--- src/rtl/sargantana_icache_pkg.sv ---
// Shared types and constants for the Sargantana icache miss-status holding registers.
// Entry layout is sized for the default 40-bit physical address, 4-way icache.
package sargantana_icache_pkg;

  localparam int unsigned ICACHE_LINE_OFFSET = 6;
  localparam int unsigned ICACHE_PADDR_WIDTH = 40;
  localparam int unsigned ICACHE_N_WAY       = 4;
  localparam int unsigned ICACHE_LINE_ADDR_W = ICACHE_PADDR_WIDTH - ICACHE_LINE_OFFSET;
  localparam int unsigned ICACHE_WAY_W       = $clog2(ICACHE_N_WAY);

  typedef enum logic [1:0] {
    MSHR_FREE      = 2'd0,
    MSHR_WAIT_REQ  = 2'd1,
    MSHR_WAIT_RESP = 2'd2
  } mshr_state_t;

  typedef struct packed {
    mshr_state_t                   state;
    logic [ICACHE_LINE_ADDR_W-1:0] line;
    logic [ICACHE_WAY_W-1:0]       way;
    logic                          stale;
    logic                          killed;
  } mshr_entry_t;

  localparam mshr_entry_t MSHR_ENTRY_RESET = '{
    state:  MSHR_FREE,
    line:   '0,
    way:    '0,
    stale:  1'b0,
    killed: 1'b0
  };

  // A stale line is never marked valid; a killed one only when the design keeps killed fills.
  function automatic logic mshr_fill_valid_bit(input logic stale, input logic killed,
                                               input logic keep_killed);
    return !stale && (!killed || keep_killed);
  endfunction

endpackage

--- src/rtl/sargantana_icache_prio_enc.sv ---
// Lowest-index priority encoder: isolates the lowest set request bit and returns its index.
// Shared by the entry allocator and the fill-request issuer.
module sargantana_icache_prio_enc #(
  parameter int unsigned N = 4,
  localparam int unsigned IDX_W = (N > 1) ? $clog2(N) : 1
) (
  input  logic [N-1:0]     req_i,
  output logic [IDX_W-1:0] idx_o,
  output logic             valid_o
);

  logic [N-1:0] onehot_s;

  // Isolate the lowest set bit, then fold it into a binary index.
  always_comb begin
    onehot_s = req_i & (~req_i + N'(1));
    idx_o    = '0;
    for (int i = 0; i < int'(N); i++) begin
      idx_o = idx_o | (onehot_s[i] ? IDX_W'(i) : IDX_W'(0));
    end
    valid_o = |req_i;
  end

endmodule

--- src/rtl/sargantana_icache_mshr.sv ---
// Multi-entry icache miss tracker: allocates/merges misses, issues tagged fills to the upper level,
// filters stale or killed fills and produces one registered line write per accepted response.
module sargantana_icache_mshr
  import sargantana_icache_pkg::*;
#(
  parameter int unsigned N_MSHR      = 4,
  parameter int unsigned PADDR_WIDTH = 40,
  parameter int unsigned LINE_WIDTH  = 512,
  parameter int unsigned N_WAY       = 4,
  parameter int unsigned KEEP_KILLED = 1,
  localparam int unsigned ID_W  = $clog2(N_MSHR),
  localparam int unsigned WAY_W = $clog2(N_WAY)
) (
  input  logic                   clk_i,
  input  logic                   rstn_i,
  input  logic                   flush_i,
  input  logic                   kill_i,
  input  logic                   miss_valid_i,
  input  logic [PADDR_WIDTH-1:0] miss_paddr_i,
  input  logic [WAY_W-1:0]       miss_way_i,
  output logic                   miss_ready_o,
  output logic                   miss_merged_o,
  output logic                   ifill_req_valid_o,
  input  logic                   ifill_req_ready_i,
  output logic [PADDR_WIDTH-1:0] ifill_req_paddr_o,
  output logic [WAY_W-1:0]       ifill_req_way_o,
  output logic [ID_W-1:0]        ifill_req_id_o,
  input  logic                   ifill_resp_valid_i,
  input  logic [ID_W-1:0]        ifill_resp_id_i,
  input  logic [LINE_WIDTH-1:0]  ifill_resp_data_i,
  input  logic                   inv_valid_i,
  input  logic [PADDR_WIDTH-1:0] inv_paddr_i,
  output logic                   fill_valid_o,
  output logic [PADDR_WIDTH-1:0] fill_paddr_o,
  output logic [WAY_W-1:0]       fill_way_o,
  output logic [LINE_WIDTH-1:0]  fill_data_o,
  output logic                   fill_valid_bit_o,
  output logic                   busy_o,
  output logic                   protocol_err_o
);

  localparam int unsigned LADDR_W = PADDR_WIDTH - ICACHE_LINE_OFFSET;

  mshr_entry_t                   entries_r     [N_MSHR];
  mshr_entry_t                   entries_nxt_s [N_MSHR];
  mshr_entry_t                   resp_entry_s;
  logic [N_MSHR-1:0]             free_s, wait_req_s, match_s, freeing_s, inv_hit_s;
  logic [ICACHE_LINE_ADDR_W-1:0] line_s, inv_line_s;
  logic                          resp_hit_s, alloc_s, alloc_vld_s, issue_vld_s, req_fire_s;
  logic [ID_W-1:0]               alloc_idx_s, issue_idx_s, issue_id_s, lock_id_r;
  logic                          lock_r;
  logic                          fill_valid_r, fill_valid_bit_r, protocol_err_r;
  logic [PADDR_WIDTH-1:0]        fill_paddr_r;
  logic [WAY_W-1:0]              fill_way_r;
  logic [LINE_WIDTH-1:0]         fill_data_r;
  logic                          unused_offset_s;

  assign unused_offset_s = ^{miss_paddr_i[ICACHE_LINE_OFFSET-1:0], inv_paddr_i[ICACHE_LINE_OFFSET-1:0]};

  sargantana_icache_prio_enc #(.N(N_MSHR)) u_alloc_enc (
    .req_i   (free_s),
    .idx_o   (alloc_idx_s),
    .valid_o (alloc_vld_s)
  );

  sargantana_icache_prio_enc #(.N(N_MSHR)) u_issue_enc (
    .req_i   (wait_req_s),
    .idx_o   (issue_idx_s),
    .valid_o (issue_vld_s)
  );

  // Per-entry status: free/waiting vectors, response decode, miss and invalidation line matches.
  always_comb begin
    line_s     = ICACHE_LINE_ADDR_W'(miss_paddr_i[PADDR_WIDTH-1:ICACHE_LINE_OFFSET]);
    inv_line_s = ICACHE_LINE_ADDR_W'(inv_paddr_i[PADDR_WIDTH-1:ICACHE_LINE_OFFSET]);
    resp_entry_s = entries_r[ifill_resp_id_i];
    if (ifill_resp_valid_i && (int'(ifill_resp_id_i) < int'(N_MSHR))) begin
      resp_hit_s = (resp_entry_s.state == MSHR_WAIT_RESP);
    end else begin
      resp_hit_s = 1'b0;
    end
    for (int i = 0; i < int'(N_MSHR); i++) begin
      free_s[i]     = (entries_r[i].state == MSHR_FREE);
      wait_req_s[i] = (entries_r[i].state == MSHR_WAIT_REQ);
      freeing_s[i]  = resp_hit_s && (ifill_resp_id_i == ID_W'(i));
      match_s[i]    = !free_s[i] && (entries_r[i].line == line_s) && !freeing_s[i];
      inv_hit_s[i]  = inv_valid_i && !free_s[i] && (entries_r[i].line == inv_line_s);
    end
  end

  // Miss acceptance; the issue slot stays locked on one entry while the upper level back-pressures.
  always_comb begin
    miss_ready_o  = !flush_i && ((|match_s) || alloc_vld_s);
    miss_merged_o = miss_valid_i && !flush_i && (|match_s);
    alloc_s       = miss_valid_i && miss_ready_o && !(|match_s);
    if (lock_r) begin
      issue_id_s = lock_id_r;
    end else begin
      issue_id_s = issue_idx_s;
    end
    ifill_req_valid_o = lock_r || issue_vld_s;
    ifill_req_id_o    = issue_id_s;
    ifill_req_paddr_o = {LADDR_W'(entries_r[issue_id_s].line), {ICACHE_LINE_OFFSET{1'b0}}};
    ifill_req_way_o   = WAY_W'(entries_r[issue_id_s].way);
    req_fire_s        = ifill_req_valid_o && ifill_req_ready_i;
    busy_o            = !(&free_s);
  end

  // Entry next-state: allocate, issue, retire on response, accumulate stale/killed flags.
  always_comb begin
    for (int i = 0; i < int'(N_MSHR); i++) begin
      entries_nxt_s[i] = entries_r[i];
      case (entries_r[i].state)
        MSHR_FREE: begin
          if (alloc_s && (alloc_idx_s == ID_W'(i))) begin
            entries_nxt_s[i] = '{state: MSHR_WAIT_REQ, line: line_s,
                                 way: ICACHE_WAY_W'(miss_way_i), stale: 1'b0, killed: 1'b0};
          end else begin
            entries_nxt_s[i] = MSHR_ENTRY_RESET;
          end
        end
        MSHR_WAIT_REQ: begin
          if (req_fire_s && (issue_id_s == ID_W'(i))) begin
            entries_nxt_s[i].state = MSHR_WAIT_RESP;
          end else begin
            entries_nxt_s[i].state = MSHR_WAIT_REQ;
          end
          entries_nxt_s[i].stale  = entries_r[i].stale | flush_i | inv_hit_s[i];
          entries_nxt_s[i].killed = entries_r[i].killed | kill_i;
        end
        MSHR_WAIT_RESP: begin
          if (freeing_s[i]) begin
            entries_nxt_s[i] = MSHR_ENTRY_RESET;
          end else begin
            entries_nxt_s[i].stale  = entries_r[i].stale | flush_i | inv_hit_s[i];
            entries_nxt_s[i].killed = entries_r[i].killed | kill_i;
          end
        end
        default: entries_nxt_s[i] = MSHR_ENTRY_RESET;
      endcase
    end
  end

  // Entry state registers and issue lock.
  always_ff @(posedge clk_i or negedge rstn_i) begin
    if (!rstn_i) begin
      for (int i = 0; i < int'(N_MSHR); i++) begin
        entries_r[i] <= MSHR_ENTRY_RESET;
      end
      lock_r    <= 1'b0;
      lock_id_r <= '0;
    end else begin
      entries_r <= entries_nxt_s;
      lock_r    <= ifill_req_valid_o && !ifill_req_ready_i;
      lock_id_r <= issue_id_s;
    end
  end

  // Registered line write; flags raised in the response cycle itself also poison the fill.
  always_ff @(posedge clk_i or negedge rstn_i) begin
    if (!rstn_i) begin
      fill_valid_r     <= 1'b0;
      fill_paddr_r     <= '0;
      fill_way_r       <= '0;
      fill_data_r      <= '0;
      fill_valid_bit_r <= 1'b0;
      protocol_err_r   <= 1'b0;
    end else begin
      fill_valid_r   <= resp_hit_s;
      protocol_err_r <= protocol_err_r | (ifill_resp_valid_i & ~resp_hit_s);
      if (resp_hit_s) begin
        fill_paddr_r     <= {LADDR_W'(resp_entry_s.line), {ICACHE_LINE_OFFSET{1'b0}}};
        fill_way_r       <= WAY_W'(resp_entry_s.way);
        fill_data_r      <= ifill_resp_data_i;
        fill_valid_bit_r <= mshr_fill_valid_bit(
                              resp_entry_s.stale | flush_i | inv_hit_s[ifill_resp_id_i],
                              resp_entry_s.killed | kill_i, KEEP_KILLED != 0);
      end
    end
  end

  assign fill_valid_o     = fill_valid_r;
  assign fill_paddr_o     = fill_paddr_r;
  assign fill_way_o       = fill_way_r;
  assign fill_data_o      = fill_data_r;
  assign fill_valid_bit_o = fill_valid_bit_r;
  assign protocol_err_o   = protocol_err_r;

endmodule
--- config.mk ---
export PLATFORM = sky130hd
export DESIGN_NAME = sargantana_icache_mshr
export DESIGN_NICKNAME = d
export VERILOG_FILES = /design/src/rtl/sargantana_icache_pkg.sv /design/src/rtl/sargantana_icache_prio_enc.sv /design/src/rtl/sargantana_icache_mshr.sv
export SDC_FILE = /design/constraint.sdc
export NUM_CORES = 2
export LEC_CHECK = 0
export CAP_MARGIN = 20
export CORE_AREA = 2 2 465 467
export CTS_CLUSTER_SIZE = 28
export DETAILED_ROUTE_END_ITERATION = 10
export DIE_AREA = 0 0 467 469
export DONT_BUFFER_PORTS = 1
export GPL_TIMING_DRIVEN = 0
export PLACE_DENSITY = 0.3
export SYNTH_ARGS = -nofsm -noshare
export SYNTH_HDL_FRONTEND = slang
export SYNTH_HIERARCHICAL = 1
export SYNTH_SLANG_ARGS = --single-unit
--- constraint.sdc ---
create_clock -name clk_i -period 5.3 [get_ports clk_i]
set_input_delay 0.265 -clock clk_i [delete_from_list [all_inputs] [get_ports clk_i]]
set_output_delay 0.265 -clock clk_i [all_outputs]
set_load 0.01 [all_outputs]
---- Word-level counts from Yosys, hierarchy flattened ----
Index checks and enable logic that the tools add are counted.
word-level totals
  register bits after elaboration ......... 714
  bits of input ports ..................... 604
  output and inout port bits .............. 605
operators by class
  add/subtract/negate cells ............... 2
  $lt $le $gt $ge ......................... 3
  eq/ne operators ......................... 30
  mux-type cells .......................... 44
  bitwise operators ....................... 31
  reductions and logical operators ........ 65
operator list
  kind                                                                    number
  36-bit one-hot mux with 3 select lines                                  4
  34-bit equality test                                                    8
  38-bit 2-to-1 mux                                                       6
  40-bit binary-select mux with 2-bit select                              2
  39-bit 2-to-1 mux                                                       4
  40-bit 2-to-1 mux                                                       2
  2-bit one-hot mux with 3 select lines                                   8
  1-bit logical AND                                                       35
  2-bit 2-to-1 mux                                                        13
  2-bit equality test (second input constant)                             11
  1-bit OR                                                                15
  2-bit by 1-bit equality test with 1-bit output (second input constant)  7
  2-bit zero test                                                         7
  1-bit zero test                                                         13
  4-bit OR reduction                                                      3
  4-bit by 1-bit adder with 4-bit output (second input constant)          2
  4-bit AND                                                               2
  2-bit != test (second input constant)                                   4
  4-bit inverter                                                          2
  2-bit OR                                                                4
  2-bit AND reduction                                                     4
  3-bit greater-or-equal comparator (second input constant)               2
  2-bit inverter with 3-bit output                                        2
  1-bit inverter                                                          5
  other kinds (6)                                                         10

---- Longest topological paths before layout ----
  depth in word-level cells ............... 17
  depth in mapped cells ................... 12

---- Modules after synthesis ----
The synthesis kept the hierarchy.
by module, submodules not included
  module                      instances  cells each  area an instance (µm²)  seq. area each (µm²)
  sargantana_icache_mshr      1          3,738       33,219.4                17,767.0
  sargantana_icache_prio_enc  2          7           35.0                    0.0

---- Worst setup path before layout ----
No wires, ideal clock.
  path type ............................... register to output
  start point ............................. register entries_r[39] (netlist bit)
  end point ............................... output ifill_req_paddr_o[27]
  data arrival time ....................... 2.137 ns
  path slack .............................. 2.898 ns
  stages on the path, launching flop included .. 12
  buffers on the path ..................... 2
  cells stage by stage .................... dfrtp_1 -> inv_1 -> ha_1 -> nor2_1 -> nor3_1 -> mux2i_1 -> inv_1 -> clkbuf_1 -> clkbuf_1 -> nand2_1 -> and3_1 -> a31oi_1
on the way
  longest elaborated chain between the ends .. 11
RTL lines
  what                                                        RTL line                          source
  start, declared                                             sargantana_icache_mshr.sv:44      mshr_entry_t entries_r [N_MSHR];
  start signal, assigned                                      sargantana_icache_mshr.sv:153     entries_r <= entries_nxt_s;
  2-bit by 1-bit equality test with 1-bit output (*)          sargantana_icache_mshr.sv:84      wait_req_s[i] = (entries_r[i].state == MSHR_WAIT_REQ);
  net wait_req_s[3]                                           sargantana_icache_mshr.sv:47      logic [N_MSHR-1:0] free_s, wait_req_s, match_s, freeing_s, inv_hit_s;
  4-bit inverter                                              sargantana_icache_prio_enc.sv:16  onehot_s = req_i & (~req_i + N'(1));
  4-bit by 1-bit adder with 4-bit output                      sargantana_icache_prio_enc.sv:16
  4-bit AND (*)                                               sargantana_icache_prio_enc.sv:16
  2-bit 2-to-1 mux (*)                                        sargantana_icache_prio_enc.sv:19  idx_o = idx_o | (onehot_s[i] ? IDX_W'(i) : IDX_W'(0));
  2-bit OR (*)                                                sargantana_icache_prio_enc.sv:19
  net issue_idx_s[1]                                          sargantana_icache_mshr.sv:50      logic [ID_W-1:0] alloc_idx_s, issue_idx_s, issue_id_s, lock_id_r;
  2-bit 2-to-1 mux (*)                                        sargantana_icache_mshr.sv:96      if (lock_r) begin
  2-bit inverter with 3-bit output (implied by the code) (*)  sargantana_icache_mshr.sv:103     ifill_req_paddr_o = {LADDR_W'(entries_r[issue_id_s].line), {ICACHE_LINE_OFFSET{1'b0}}};
  40-bit binary-select mux with 2-bit select (*)              sargantana_icache_mshr.sv:103
  38-bit 2-to-1 mux (*) (2 in series)                         -
  end, declared                                               sargantana_icache_mshr.sv:25      output logic [PADDR_WIDTH-1:0] ifill_req_paddr_o,
Mark *: on every way through the listed nets, which the timed path passes. The rest lies on a longest branch. The select of a mux whose other input is x is not followed.

---- Worst setup path in the final report ----
  start point ............................. register entries_r[39] (netlist bit)
  end point ............................... output ifill_req_paddr_o[34]
The elaborated chain is that of the path after synthesis.

==> run_results.csv <==
group,metric,value,unit
setup_path,cp.arrival,4540,ps
grt,grt_pass1_wl,277500,um
job,max-cap-violations,0,
setup_path,crit_required,5040,ps
synth,seq_area_frac_synth,53.37,%
grt,grt_pass1_vias,30170,
setup_path,path_class,"reg2out",
cts,clockRootBuffer,"clkbuf_16",
synth,syn_area,33290,um^2
cts,cts_inserted_buffers,96,
detailed_routing,postRouteAntennaNets,0,
synth,synth_top_flop_cell,"dfrtp_1",
detailed_routing,num_vias,30140,
synth,synth_edf_count,0,
grt,grt_usage,18.48,%
synth,synth_async_sr_flop_share,100.0,%
sta,period_share,90.74,%
floorplan,fp-row-count,170,
cts,path_clk_slew,70,ps
pwr,power.total,0.02377,W
detailed_routing,dr.pass1.iters,5,
grt,grt_max_degree,711,
synth,ys_types,49,
sta,skew,31.26,ps
finish,final_nets,5047,
cts,cts.path.max_buffers,3,
finish,num-fill-cells,23660,
sta,rsz0062_at_grt,"false",
setup_path,rr_startpoint,"entries_r[39]$_DFFE_PN0P_",
finish,stdcell_count,7367,
cts,cts_sinks,710,
detailed_routing,vias_per_cell,4.092,
sta,relSlewSlack,27.27,%
detailed_routing,drtIter0Drc,2419,
sta,fmax,0.2079,GHz
place,dp.cells,6612,
setup_path,critPathLaunchType,"flop",
pwr,p_per_area,516.4,nW/um^2
synth,ys_seq_elements,710,
sta,fin_crit,4809,ps
setup_path,critPathCaptureType,"output pin",
finish,drive_above_1_share,8.974,%
floorplan,initial_core_util,15.57,%
cts,cts_tree,"done",
place,io_buffers,0,
sta,final_hold_viol_count,0,
detailed_routing,drc,0,
place,globalplace.congestion,0.9073,
detailed_routing,routed_wl,211700,um
setup_path,crit_path_start,"entries_r[39]$_DFFE_PN0P_",
cts,post-cts-setup-buffers,0,
outcome,status,"finished clean",
synth,synth.avg_cell_area,8.872,um^2
floorplan,die-area,219000,um^2
grt,overflow,0,
finish,synthToLayoutAreaGrowth,38.27,%
synth,synth_warnings,6,
sta,setup_violations,0,
cts,insertion_delay,750,ps
sta,setup_tns,0,ps
sta,drv_slew,0,
detailed_routing,wl_per_cell,28.73,um
floorplan,ios,1209,
pwr,p_leak,20.75,nW
finish,utilization,21.53,%
worst_hold_path,hold_class,"in2async",
pwr,ir_drop,0.2349,mV
floorplan,die_h,469,um
place,place_hpwl,169000,um
cts,cts_max_level,3,
setup_path,worstPathMaxFanout,10,
synth,postSynthCellCount,3752,
sta,tightest_slew,1091,ps
floorplan,die_x,467,um
floorplan,core_area,213800,um^2
grt,antenna_found_initial,97,
state kept, by name, summed over array words and instances, names as in the netlist, 2 cells and up:
register and flops:
fill_data_o 512, entries_r 156, fill_paddr_o 34, fill_way_o 2, lock_id_r 2
stage by stage:
step	hold WS [ps]	area (um^2)	setup WS (ps)
after CTS	-860.2	45810	205.4
after global routing	94.52	46010	103.6
after global placement	1.587	36880	863.6
final	108.1	46030	490.7
after floorplan	-30.59	33330	2898
after detailed placement	-6.744	37050	1059
metal layers:
metal,GRT usage (%),up-vias,part of all wire (%)
met5,0,-,0.13
met4,5.482,48,2.9
met3,7.162,316,9.9
li1,-,13360,-
met1,21.09,15060,38
met2,31.74,1362,49
synthesized netlist by cell type, types with 7 or more instances:
master | instances | area (um^2)
o21ai_1 | 59 | 295.3
nand2_1 | 1838 | 6899
clkbuf_1 | 125 | 469.2
o21ai_0 | 89 | 445.4
nor2_1 | 15 | 56.30
nand2b_1 | 10 | 62.56
mux2_2 | 36 | 405.4
and3_1 | 37 | 231.5
nor4_1 | 26 | 162.7
xor2_1 | 50 | 437.9
nor3_1 | 7 | 35.03
mux4_2 | 37 | 833.3
xnor2_1 | 222 | 1944
nand4_1 | 59 | 369.1
clkbuf_2 | 8 | 40.04
buf_4 | 19 | 142.6
buf_6 | 61 | 686.9
dfrtp_1 | 710 | 17770
inv_1 | 14 | 52.55
a31oi_1 | 38 | 237.7
ha_1 | 12 | 150.1
nand3_1 | 158 | 790.8
buf_2 | 61 | 305.3
kinds of logic (layout without fill, tap and decap cells):
| group | count (synthesis) | after routing | share of synthesized area, % |
|---|---|---|---|
| xor gates and xnor gates | 272 | 272 | 7.156 |
| and+or+nand+nor | 2174 | 2174 | 26.39 |
| muxes | 77 | 77 | 3.841 |
| other | 1 | 39 | 0.01126 |
| adders and majority gates | 12 | 12 | 0.4510 |
| AOI/OAI and AO/OA | 207 | 207 | 3.420 |
| buffers and inverters | 299 | 1038 | 5.356 |
| DFF | 710 | 710 | 53.37 |
area by class of cell:
class	count	area [um^2]	area share, %
Antenna cell	27	67.56	0.1468
Clock inverter	26	416.7	0.9052
Timing Repair Buffer	570	5836	12.68
Sequential cell	710	17770	38.60
Tap cell	2838	3551	7.714
Multi-Input combinational cell	2754	13800	29.98
Clock buffer	143	2809	6.102
Inverter	16	60.06	0.1305
Buffer	283	1724	3.746
cell usage in the layout, fill, tap and decap left out, types with 6 or more instances in the layout:
master and n:
a21oi_1 6, a31oi_1 38, and3_1 37, buf_16 7, buf_2 61, buf_4 23, buf_6 63, buf_8 7
clkbuf_1 149, clkbuf_16 96, clkbuf_2 9, clkbuf_8 23, clkinv_2 8, conb_1 12, dfrtp_1 710, diode_2 27
dlygate4sd3_1 554, ha_1 12, inv_1 14, mux2_2 36, mux4_2 37, nand2_1 1838, nand2b_1 10, nand3_1 158
nand4_1 59, nor2_1 15, nor4_1 26, o21ai_0 89, o21ai_1 59, xnor2_1 222, xor2_1 50
power by group:
part | leakage, nW | internal (W) | total [W] | switching, W
Clock | 1.57 | 0.00393 | 0.00680 | 0.00287
Sequential | 9.25 | 0.00748 | 0.0112 | 0.00370
Combinational | 9.94 | 0.00192 | 0.00579 | 0.00387
critical path: stages, from the launching register on:
cell,delay (ps)
dfrtp_1,430
inv_1,100
ha_1,330
nor2_1,120
nor3_1,170
mux2i_1,160
inv_1,210
clkbuf_1,700
clkbuf_1,570
nand2_1,100
and3_1,190
a31oi_1,710
final timing paths:
path,cells past startpoint,endpoint,slack (ps)
worst max-delay path,11,ifill_req_paddr_o[34],490
worst min-delay path,2,fill_data_o[170]$_DFFE_PN0P_,110
worst max register to register,10,entries_r[32]$_DFFE_PN0P_,1640
worst min register to register,2,entries_r[82]$_DFFE_PN0P_,520
max in group asynchronous,4,fill_data_o[386]$_DFFE_PN0P_,2920
min in group clk_i,4,entries_r[1]$_DFF_PN0_,110
timing repair:
action,in CTS,in global routing
hold buffers,553,2
hold endpoints to repair,1375,414
setup endpoints to repair,0,1
gates resized for setup,0,2
Power figures use the tool's default switching activity.
